===== config.mk =====
export PLATFORM = sky130hd
export DESIGN_NAME = voice_allocator
export DESIGN_NICKNAME = d
export VERILOG_FILES = /design/src/rtl/voice_allocator.sv
export SDC_FILE = /design/constraint.sdc
export NUM_CORES = 1
export LEC_CHECK = 0
export ABC_AREA = 1
export ABC_CLOCK_PERIOD_IN_PS = 6050
export CORE_UTILIZATION = 57
export DETAILED_ROUTE_END_ITERATION = 8
export DONT_BUFFER_PORTS = 1
export GPL_ROUTABILITY_DRIVEN = 0
export PLACE_DENSITY = 0.75
export SYNTH_ARGS = -nofsm -noshare
export SYNTH_HDL_FRONTEND = slang
export SYNTH_SLANG_ARGS = --single-unit

===== constraint.sdc =====
create_clock -name clk -period 6.05 [get_ports clk]
set_clock_uncertainty 0.05 [all_clocks]
set_input_delay 0.3025 -clock clk [delete_from_list [all_inputs] [get_ports clk]]
set_output_delay 0.3025 -clock clk [all_outputs]
set_load 0.005 [all_outputs]

===== src/rtl/voice_allocator.sv =====
// rtl/voice_allocator.sv - note-event voice allocator for a polyphonic envelope bank
module voice_allocator #(
  parameter int NUM_VOICES = 4,
  parameter int NOTE_BITS  = 7
) (
  input  logic                            clk,
  input  logic                            rst,
  input  logic                            note_valid,
  output logic                            note_ready,
  input  logic                            note_on,
  input  logic [NOTE_BITS-1:0]            note_num,
  input  logic [31:0]                     note_vel,
  input  logic [NUM_VOICES-1:0]           voice_avail,
  output logic [NUM_VOICES-1:0]           voice_en,
  output logic [NUM_VOICES*NOTE_BITS-1:0] voice_note,
  output logic [NUM_VOICES*32-1:0]        voice_velocity,
  output logic [7:0]                      drop_count
);

  typedef enum logic {
    S_IDLE  = 1'b0,
    S_APPLY = 1'b1
  } ctrl_state_e;

  typedef enum logic [1:0] {
    V_FREE      = 2'd0,
    V_HELD      = 2'd1,
    V_RELEASING = 2'd2
  } voice_state_e;

  ctrl_state_e                     ctrl_q, ctrl_d;
  logic                            ready_q, ready_d;
  logic                            accept;

  logic                            ev_on_q;
  logic [NOTE_BITS-1:0]            ev_num_q;
  logic [31:0]                     ev_vel_q;

  voice_state_e                    vstate_q   [NUM_VOICES];
  voice_state_e                    vstate_d   [NUM_VOICES];
  voice_state_e                    vstate_mid [NUM_VOICES];
  logic [NUM_VOICES*NOTE_BITS-1:0] vnote_q, vnote_d;
  logic [NUM_VOICES*32-1:0]        vvel_q, vvel_d;
  logic [NUM_VOICES-1:0]           en_q, en_d;
  logic [7:0]                      drop_q, drop_d;

  logic                            apply_on, apply_off;
  logic [NUM_VOICES-1:0]           note_hit, held_hit, retrig_sel, free_sel;
  logic                            held_any, retrig_any, free_any;

  // Control FSM next state: accept one event in S_IDLE, spend one cycle applying it
  always_comb begin
    ctrl_d = ctrl_q;
    accept = 1'b0;
    case (ctrl_q)
      S_IDLE: begin
        if (note_valid && ready_q) begin
          accept = 1'b1;
          ctrl_d = S_APPLY;
        end
      end
      S_APPLY: ctrl_d = S_IDLE;
      default: ctrl_d = S_IDLE;
    endcase
    ready_d = (ctrl_d == S_IDLE);
  end

  // Control FSM state and registered ready (held low through reset)
  always_ff @(posedge clk or posedge rst) begin
    if (rst) begin
      ctrl_q  <= S_IDLE;
      ready_q <= 1'b0;
    end else begin
      ctrl_q  <= ctrl_d;
      ready_q <= ready_d;
    end
  end

  // Event latch: note inputs only matter on the accepting edge
  always_ff @(posedge clk or posedge rst) begin
    if (rst) begin
      ev_on_q  <= 1'b0;
      ev_num_q <= '0;
      ev_vel_q <= '0;
    end else if (accept) begin
      ev_on_q  <= note_on;
      ev_num_q <= note_num;
      ev_vel_q <= note_vel;
    end
  end

  // Match and priority decode; avail is folded in before choosing a free voice,
  // but retrigger looks at the pre-avail state so it beats a same-cycle release
  always_comb begin
    apply_on   = (ctrl_q == S_APPLY) && ev_on_q;
    apply_off  = (ctrl_q == S_APPLY) && !ev_on_q;
    note_hit   = '0;
    held_hit   = '0;
    retrig_sel = '0;
    free_sel   = '0;
    retrig_any = 1'b0;
    free_any   = 1'b0;
    for (int k = 0; k < NUM_VOICES; k++) begin
      vstate_mid[k] = (voice_avail[k] && (vstate_q[k] == V_RELEASING)) ? V_FREE : vstate_q[k];
      note_hit[k]   = (vnote_q[k*NOTE_BITS +: NOTE_BITS] == ev_num_q);
      held_hit[k]   = note_hit[k] && (vstate_q[k] == V_HELD);
      if (!retrig_any && note_hit[k] && (vstate_q[k] == V_RELEASING)) begin
        retrig_sel[k] = 1'b1;
        retrig_any    = 1'b1;
      end
      if (!free_any && (vstate_mid[k] == V_FREE)) begin
        free_sel[k] = 1'b1;
        free_any    = 1'b1;
      end
    end
    held_any = |held_hit;
  end

  // Next voice state: apply the latched event on top of the avail-updated state
  always_comb begin
    vstate_d = vstate_mid;
    vnote_d  = vnote_q;
    vvel_d   = vvel_q;
    drop_d   = drop_q;
    en_d     = '0;
    if (apply_on && !held_any) begin
      if (retrig_any) begin
        for (int k = 0; k < NUM_VOICES; k++) begin
          if (retrig_sel[k]) begin
            vstate_d[k]          = V_HELD;
            vvel_d[k*32 +: 32]   = ev_vel_q;
          end
        end
      end else if (free_any) begin
        for (int k = 0; k < NUM_VOICES; k++) begin
          if (free_sel[k]) begin
            vstate_d[k]                        = V_HELD;
            vnote_d[k*NOTE_BITS +: NOTE_BITS]  = ev_num_q;
            vvel_d[k*32 +: 32]                 = ev_vel_q;
          end
        end
      end else if (drop_q != 8'hFF) begin
        drop_d = drop_q + 8'd1;
      end
    end
    if (apply_off) begin
      for (int k = 0; k < NUM_VOICES; k++) begin
        if (held_hit[k]) begin
          vstate_d[k] = V_RELEASING;
        end
      end
    end
    for (int k = 0; k < NUM_VOICES; k++) begin
      en_d[k] = (vstate_d[k] == V_HELD);
    end
  end

  // Voice bank registers; gates are registered alongside the state they mirror
  always_ff @(posedge clk or posedge rst) begin
    if (rst) begin
      for (int k = 0; k < NUM_VOICES; k++) begin
        vstate_q[k] <= V_FREE;
      end
      vnote_q <= '0;
      vvel_q  <= '0;
      en_q    <= '0;
      drop_q  <= '0;
    end else begin
      vstate_q <= vstate_d;
      vnote_q  <= vnote_d;
      vvel_q   <= vvel_d;
      en_q     <= en_d;
      drop_q   <= drop_d;
    end
  end

  assign note_ready     = ready_q;
  assign voice_en       = en_q;
  assign voice_note     = vnote_q;
  assign voice_velocity = vvel_q;
  assign drop_count     = drop_q;

endmodule

==> reports/qor.yml, run 1 <==
timing:
  fin_crit_sh_pct: 52.50
  finalCriticalPeriod_ns: 3.176
  fin_setup_tns_ns: 0
  setup_ws_ns: 2.874
  fmax_mhz: 314.9
  slew_headroom_pct: 23.94
  worst_pin_slew_ns: 1.140
  hold_ws_ns: 0.09531
  setup_violations: 0
  rsz0062_at_grt: "no"
  hold_violations: 0
  slew_violations: 0
power:
  seqPwrFrac_pct: 51.4
  p_comb_share_pct: 21.1
  p_int_mw: 3.181
  cellPowerDensity_nw_per_um2: 482.1
  switchingPower_mw: 1.724
  swShare_pct: 35.14
  power.static_leakage_nw: 4.938
  irDropWorstVdd_mv: 0.3547
  clkPwrFrac_pct: 27.5
  power_mw: 4.904
clock_tree:
  clock_latency_ns: 0.50
  cts_max_path_buffers: 3
  cts.sinks: 218
  cts_tree: "built"
  cts_inserted_buffers: 23
  htreeDepth: 1
  cts_root_buffer: "clkbuf_16"
  path_clk_slew_ns: 0.06
  postCtsSetupRepairBufs: 0
  cts_resized: 0
outcome:
  outcome: "completed"
placement:
  postPlaceCellArea_um2: 9014
  dp_cells: 1128
  port_buffers: 0
  pre_cts_slack_ns: 2.896
  dp_hpwl_mm: 13.34
yosys:
  ys_warn_count: 0
  netlist_area_um2: 9030
  ys_types: 32
  ys_ff_latch: 218
  synth_edf_count: 0
  async_flop_share_pct: 100.0
  avgSynthCellArea_um2: 9.387
  seq_area_frac_synth_pct: 60.41
  synth_cells: 962
  syn-num-nets: 1010
  ys.flop_type: "dfrtp_1"
layout:
  nFillCells: 1188
  multi_input_area_um2: 2958
  final_layout_size_suffix_gt1_share_pct: 7.692
  diodes: 0
  regArea_um2: 5455
  nets: 1034
  postLayoutCellArea_um2: 10170
  fin_cells: 1212
  mostFrequentLayoutCell: "nand2_1"
  mostFrequentLayoutCells: "312 x nand2_1, 218 x dfrtp_1, 106 x o21ai_0, 67 x inv_1, 53 x o21ai_1"
  utilization_pct: 66.42
  areaGrowthSynthToFinish_pct: 12.65
worst_setup_path:
  worst_ep_required_time_ns: 6.38
  cp_cell_sequence: "inv_2, nand2_1, nand4_1, nor2_4, nand3_1, nand3_2, nor2_2, nand3_2, o21ai_0"
  cp_top_family: "simple AND/OR/NAND/NOR gates"
  worst-path-buf-inv: 1
  crit_fanout: 65
  critical-path-max-stage-delay_ns: 1.00
  worstPathArrival_ns: 3.50
  cp-start-kind: "register"
  slowest_stage: "nand3_2"
  crit_type: "register to register"
  crit_path_end_kind: "register"
  cp_common_cell: "nand3_2"
die:
  rows: 45
  initial_core_util_pct: 58.96
  die_h_um: 127.9
  die_w_um: 127.9
  ios: 216
  dieArea_um2: 16350
  core_um2: 15310
detailed_routing:
  vias: 6494
  postRouteAntennaNets: 0
  first_iter_violations: 452
  drc: 0
  wl_per_cell_um: 17.25
  viasPerCell: 5.358
  wl_mm: 20.90
  detail_route.first_pass.iterations: 5
global_routing:
  grtUsageTotal_pct: 26.12
  grt-ovfl-total: 0
  grt_util_met2_pct: 42.81
  grt_max_degree: 155
  grt_util_met1_pct: 34.51
  antenna_found_initial: 0
  use_met3_pct: 8.013
  grt_pass1_wl_mm: 33.58
  grt.busiest_layer: "met2"
  grt_pass1_vias: 6293
worst_hold_path:
  hp-class: "input port to register"
flow_run:
  maxCapViolations: 0
[logic make-up after synthesis]
logic type,after synthesis,synth area share [%]
flops,218,60.41
compound gates,178,10.43
simple gates,411,19.23
xor+xnor,29,2.813
buf+inv,125,6.970
fa+ha+maj,1,0.1385
[cell usage after synthesis, types with 2 or more instances]
master,number,area (um^2)
xor2_1,5,43.79
nand3_1,42,210.2
inv_1,68,255.2
or2_2,2,12.51
nor2_4,3,33.78
nand3_4,4,70.07
clkbuf_1,10,37.54
buf_2,14,70.07
nor2_2,5,31.28
a21oi_1,6,30.03
o21ai_0,106,530.5
buf_6,13,146.4
dfrtp_1,218,5455
buf_4,10,75.07
o21ai_1,53,265.3
xnor2_1,24,210.2
inv_4,2,12.51
nand4_1,6,37.54
inv_2,5,18.77
nor2_1,31,116.4
nand2_1,312,1171
clkbuf_2,2,10.01
nand3_2,3,30.03
o21ai_2,9,78.83
nand2_2,2,12.51
[worst register-to-register path, cell delays in order, from the launching register on]
cell and delay (ns):
dfrtp_1 0.47, inv_2 0.14, nand2_1 0.07, nand4_1 0.16, nor2_4 0.07, nand3_1 0.08
nand3_2 0.08, nor2_2 0.42, nand3_2 1.00, o21ai_0 0.54
[routing by layer]
| layer | routed length, um | share of wire, % |
|---|---|---|
| met1 | 8678 | 42 |
| met2 | 10040 | 48 |
| met3 | 1983 | 9.5 |
| met4 | 201 | 0.96 |
| met5 | 0 | 0 |
[flip-flops by register name (all words and copies together), names as in the netlist, 4 cells and up]
signal and cells:
drop_count 8, voice_en 4, ev_num_q 7, vstate_q 8, voice_note 28, ev_vel_q 32, voice_velocity 128
[path summary, 6_finish.rpt]
check | from | endpoint | slack [ns] | depth (start not counted)
max | ev_num_q[3] | voice_velocity[115] | 2.87 | 9
min | voice_avail[3] | voice_en[3] | 0.1 | 3
max reg2reg | ev_num_q[3] | voice_velocity[115] | 2.87 | 9
min reg2reg | voice_velocity[92] | voice_velocity[92] | 0.45 | 2
max in group asynchronous | rst | ev_vel_q[19] | 4.04 | 4
min in group asynchronous | rst | voice_velocity[89] | 0.43 | 3
[power groups by stage]
| stage | logic, mW | registers [mW] | clock network [mW] |
|---|---|---|---|
| after detailed placement | 1.01 | 2.54 | 0 |
| after global routing | 1.20 | 2.59 | 1.45 |
| after CTS | 1.04 | 2.52 | 1.37 |
| after floorplan | 0.871 | 2.36 | 0 |
| final | 1.03 | 2.52 | 1.35 |
| after global placement | 0.962 | 2.53 | 0 |
[repair_timing]
item | 4_1_cts | 5_1_grt
hold buffers | 44 | 0
setup endpoints to repair | 0 | 0
endpoints found under the hold margin | 196 | 0
[final cells by class]
type	count	share of cell area, %
flip-flops and latches	218	53.63
multi-input cells	619	29.08
clock buffers	34	6.458
repair buffers	48	4.748
inverters	76	2.891
well taps	211	2.595
clock inverters	6	0.6027
(Power assumes the default switching activity.)
==> run 2: changes to the inputs <==
--- a/config.mk
+++ b/config.mk
@@ -5,8 +5,8 @@
 export SDC_FILE = /design/constraint.sdc
 export NUM_CORES = 1
 export LEC_CHECK = 0
-export ABC_AREA = 1
-export ABC_CLOCK_PERIOD_IN_PS = 6050
+export ABC_AREA = 0
+export ABC_CLOCK_PERIOD_IN_PS = 2700
 export CORE_UTILIZATION = 57
 export DETAILED_ROUTE_END_ITERATION = 8
 export DONT_BUFFER_PORTS = 1
==> constraint.sdc (replaced) <==
create_clock -name clk -period 2.7 [get_ports clk]
set_clock_uncertainty 0.05 [all_clocks]
set_input_delay 0.135 -clock clk [delete_from_list [all_inputs] [get_ports clk]]
set_output_delay 0.135 -clock clk [all_outputs]
set_load 0.005 [all_outputs]
==> run 2 against run 1 <==
Compared with the run above: area after synthesis rose by 0.19%; core utilization grew 6.8 points; final area up 11%; critical path depth shrank 1; total power is 110% higher; cell count fell by 16%; clock power rose to 2.6 times the previous value; fmax up 18%; wire length up 6.6%; largest power group unchanged; clock-buffer cell count fell by 4.
==> reports/qor.yml, run 2 <==
die:
  die_h_um: 128.0
  die_w_um: 128.0
  rows: 45
  ios: 216
  core_um2: 15370
  dieArea_um2: 16380
  initial_core_util_pct: 58.86
placement:
  postPlaceCellArea_um2: 9696
  dp_hpwl_mm: 14.55
  port_buffers: 0
  pre_cts_slack_ns: -0.1064
  dp_cells: 922
yosys:
  ys.flop_type: "dfrtp_1"
  avgSynthCellArea_um2: 13.27
  netlist_area_um2: 9047
  ys_types: 52
  async_flop_share_pct: 100.0
  yosys.area.top_type: "dfrtp_1"
  synthTopCellsByCount: "218 x dfrtp_1, 136 x mux2_2, 133 x nand2_1"
  ys_warn_count: 0
  ys_ff_latch: 218
  seq_area_frac_synth_pct: 60.30
  synth.most_common_cell: "dfrtp_1"
  yosys.area.top_type_share_pct: 60.30
  syn-num-nets: 730
  yosys-top-cells-area: "dfrtp_1 60%, mux2_2 17%, nand2_1 5.5%, mux2_4 2.7%, xor2_1 2.6%"
  synth_cells: 682
  synth_edf_count: 0
layout:
  areaGrowthSynthToFinish_pct: 24.35
  diodes: 0
  mostFrequentLayoutCell: "dfrtp_1"
  utilization_pct: 73.20
  final_layout_size_suffix_gt1_share_pct: 37.93
  nets: 843
  largest_register_ffs: 128
  postLayoutCellArea_um2: 11250
  fin_cells: 1023
  mostFrequentLayoutCells: "211 x dfrtp_1, 136 x mux2_2, 133 x nand2_1, 62 x buf_4, 46 x dlygate4sd3_1"
worst_setup_path:
  crit_type: "register to register"
  r2r_slack_ns: 0.005
  crit_path_end_kind: "register"
  cp-start-kind: "register"
  crit_fanout: 7
  crit_end: "voice_velocity[80]"
  r2r-start: "ev_num_q[5]"
  worst-r2r-cell-count: 8
  worst_ep_required_time_ns: 3.05
  worstPathArrival_ns: 3.04
  critPathLaunch: "ev_num_q[5]"
  crit-reg2reg-capture: "voice_velocity[80]"
timing:
  slew_violations: 0
  finalCriticalPeriod_ns: 2.695
  worst_pin_slew_ns: 0.6673
  fmax_mhz: 371.0
  setup_violations: 0
  hold_violations: 0
  fin_crit_sh_pct: 99.83
  setup_ws_ns: 0.004559
  hold_ws_ns: 0.1133
  rsz0062_at_grt: "yes"
  slew_headroom_pct: 55.42
power:
  irDropWorstVdd_mv: 0.6195
  power.static_leakage_nw: 5.656
  cellPowerDensity_nw_per_um2: 921.3
clock_tree:
  cts_root_buffer: "clkbuf_16"
  cts.sinks: 218
  htreeDepth: 1
  cts_inserted_buffers: 23
  path_clk_slew_ns: 0.06
  clock_latency_ns: 0.52
  cts_max_path_buffers: 3
  cts_tree: "built"
detailed_routing:
  vias: 5885
  first_iter_violations: 297
  postRouteAntennaNets: 0
  wl_mm: 22.28
  detail_route.first_pass.iterations: 5
  wl_per_cell_um: 21.78
  viasPerCell: 5.753
  drc: 0
global_routing:
  grt_pass1_vias: 6175
  grt_max_degree: 83
  grtUsageTotal_pct: 26.91
  antenna_found_initial: 0
  grt_pass1_wl_mm: 33.85
  grt-ovfl-total: 0
flow_run:
  maxCapViolations: 0
outcome:
  outcome: "completed"
worst_hold_path:
  hp-class: "input port to register"
==> run 2: cell count changes in the layout (fill, tap and decap cells not counted), moves of 19 or more <==
cell | previous run | this run
nor2_1 | 31 | 9
buf_4 | 3 | 62
o21ai_0 | 106 | 3
inv_1 | 67 | 5
nand2_1 | 312 | 133
mux2_2 | 0 | 136
nand3_1 | 41 | 2
o21ai_1 | 53 | 0
xor2_1 | 5 | 25
xnor2_1 | 24 | 5
==> run 2: logic make-up (layout without fill, tap and decap cells) <==
family | after synthesis | in the layout | synth area share (%)
fa+ha+maj | 1 | 1 | 0.1383
compound gates | 26 | 26 | 2.420
flops | 218 | 218 | 60.30
simple gates | 204 | 204 | 10.79
buf+inv | 41 | 171 | 2.683
xor+xnor | 35 | 35 | 3.471
mux | 157 | 157 | 20.20
==> run 2: how the worst min path moves through the flow <==
stage | end | startpoint | cells after the start
after detailed placement | voice_velocity[55] | rst | 1
after global routing | voice_note[26] | voice_avail[3] | 4
after CTS | voice_en[2] | voice_avail[0] | 4
after global placement | ev_vel_q[21] | rst | 1
after floorplan | ev_num_q[0] | note_num[0] | 2
final | voice_en[2] | voice_avail[0] | 4
==> run 2: cell type report <==
class	count	area [um^2]
clock buffers	30	641.9
clock inverters	12	211.5
fillers	983	4120
inverters	6	26.28
multi-input cells	423	3456
flip-flops and latches	218	5464
well taps	211	264.0
repair buffers	123	1187
==> run 2: timing repair <==
| item | 4_1_cts | 5_1_grt |
|---|---|---|
| hold buffers | 46 | 0 |
| resized for setup | 9 | 22 |
| setup buffers | 5 | 6 |
| endpoints found under the hold margin | 76 | 0 |
| endpoints found under the setup margin | 141 | 146 |
| pin swaps | 1 | 9 |
| gates cloned | 0 | 2 |
==> run 2: stage by stage <==
stage / total power [mW] / TNS [ns]
2_1_floorplan: 5.994 / -70.87
3_3_place_gp: 6.642 / -1.652
3_5_place_dp: 6.767 / -4.262
4_1_cts: 10.34 / 0
5_1_grt: 10.81 / -1.572
6_report: 10.37 / 0
==> run 2: per-layer routing <==
metal | track usage (%) | share of wire, % | vias to the layer above
met3 | 7.972 | 8.0 | 62
met5 | 0 | 0 | -
met2 | 46.10 | 50 | 244
met1 | 32.20 | 38 | 3001
li1 | - | - | 2578
met4 | 9.965 | 3.7 | 0
==> run 2: power breakdown <==
part	internal (mW)	switching (mW)
clock network	2.17	1.29
registers	4.08	0.856
logic	1.09	0.875
total	7.34	3.03
==> run 2: critical path, stage by stage, from the launching register on <==
cell       delay, ns
dfrtp_2         0.49
xor2_1          0.20
nor4_2          0.36
and4_2          0.38
nor2b_1         0.19
o221a_2         0.23
buf_4           0.16
clkbuf_16       0.17
mux2_2          0.33
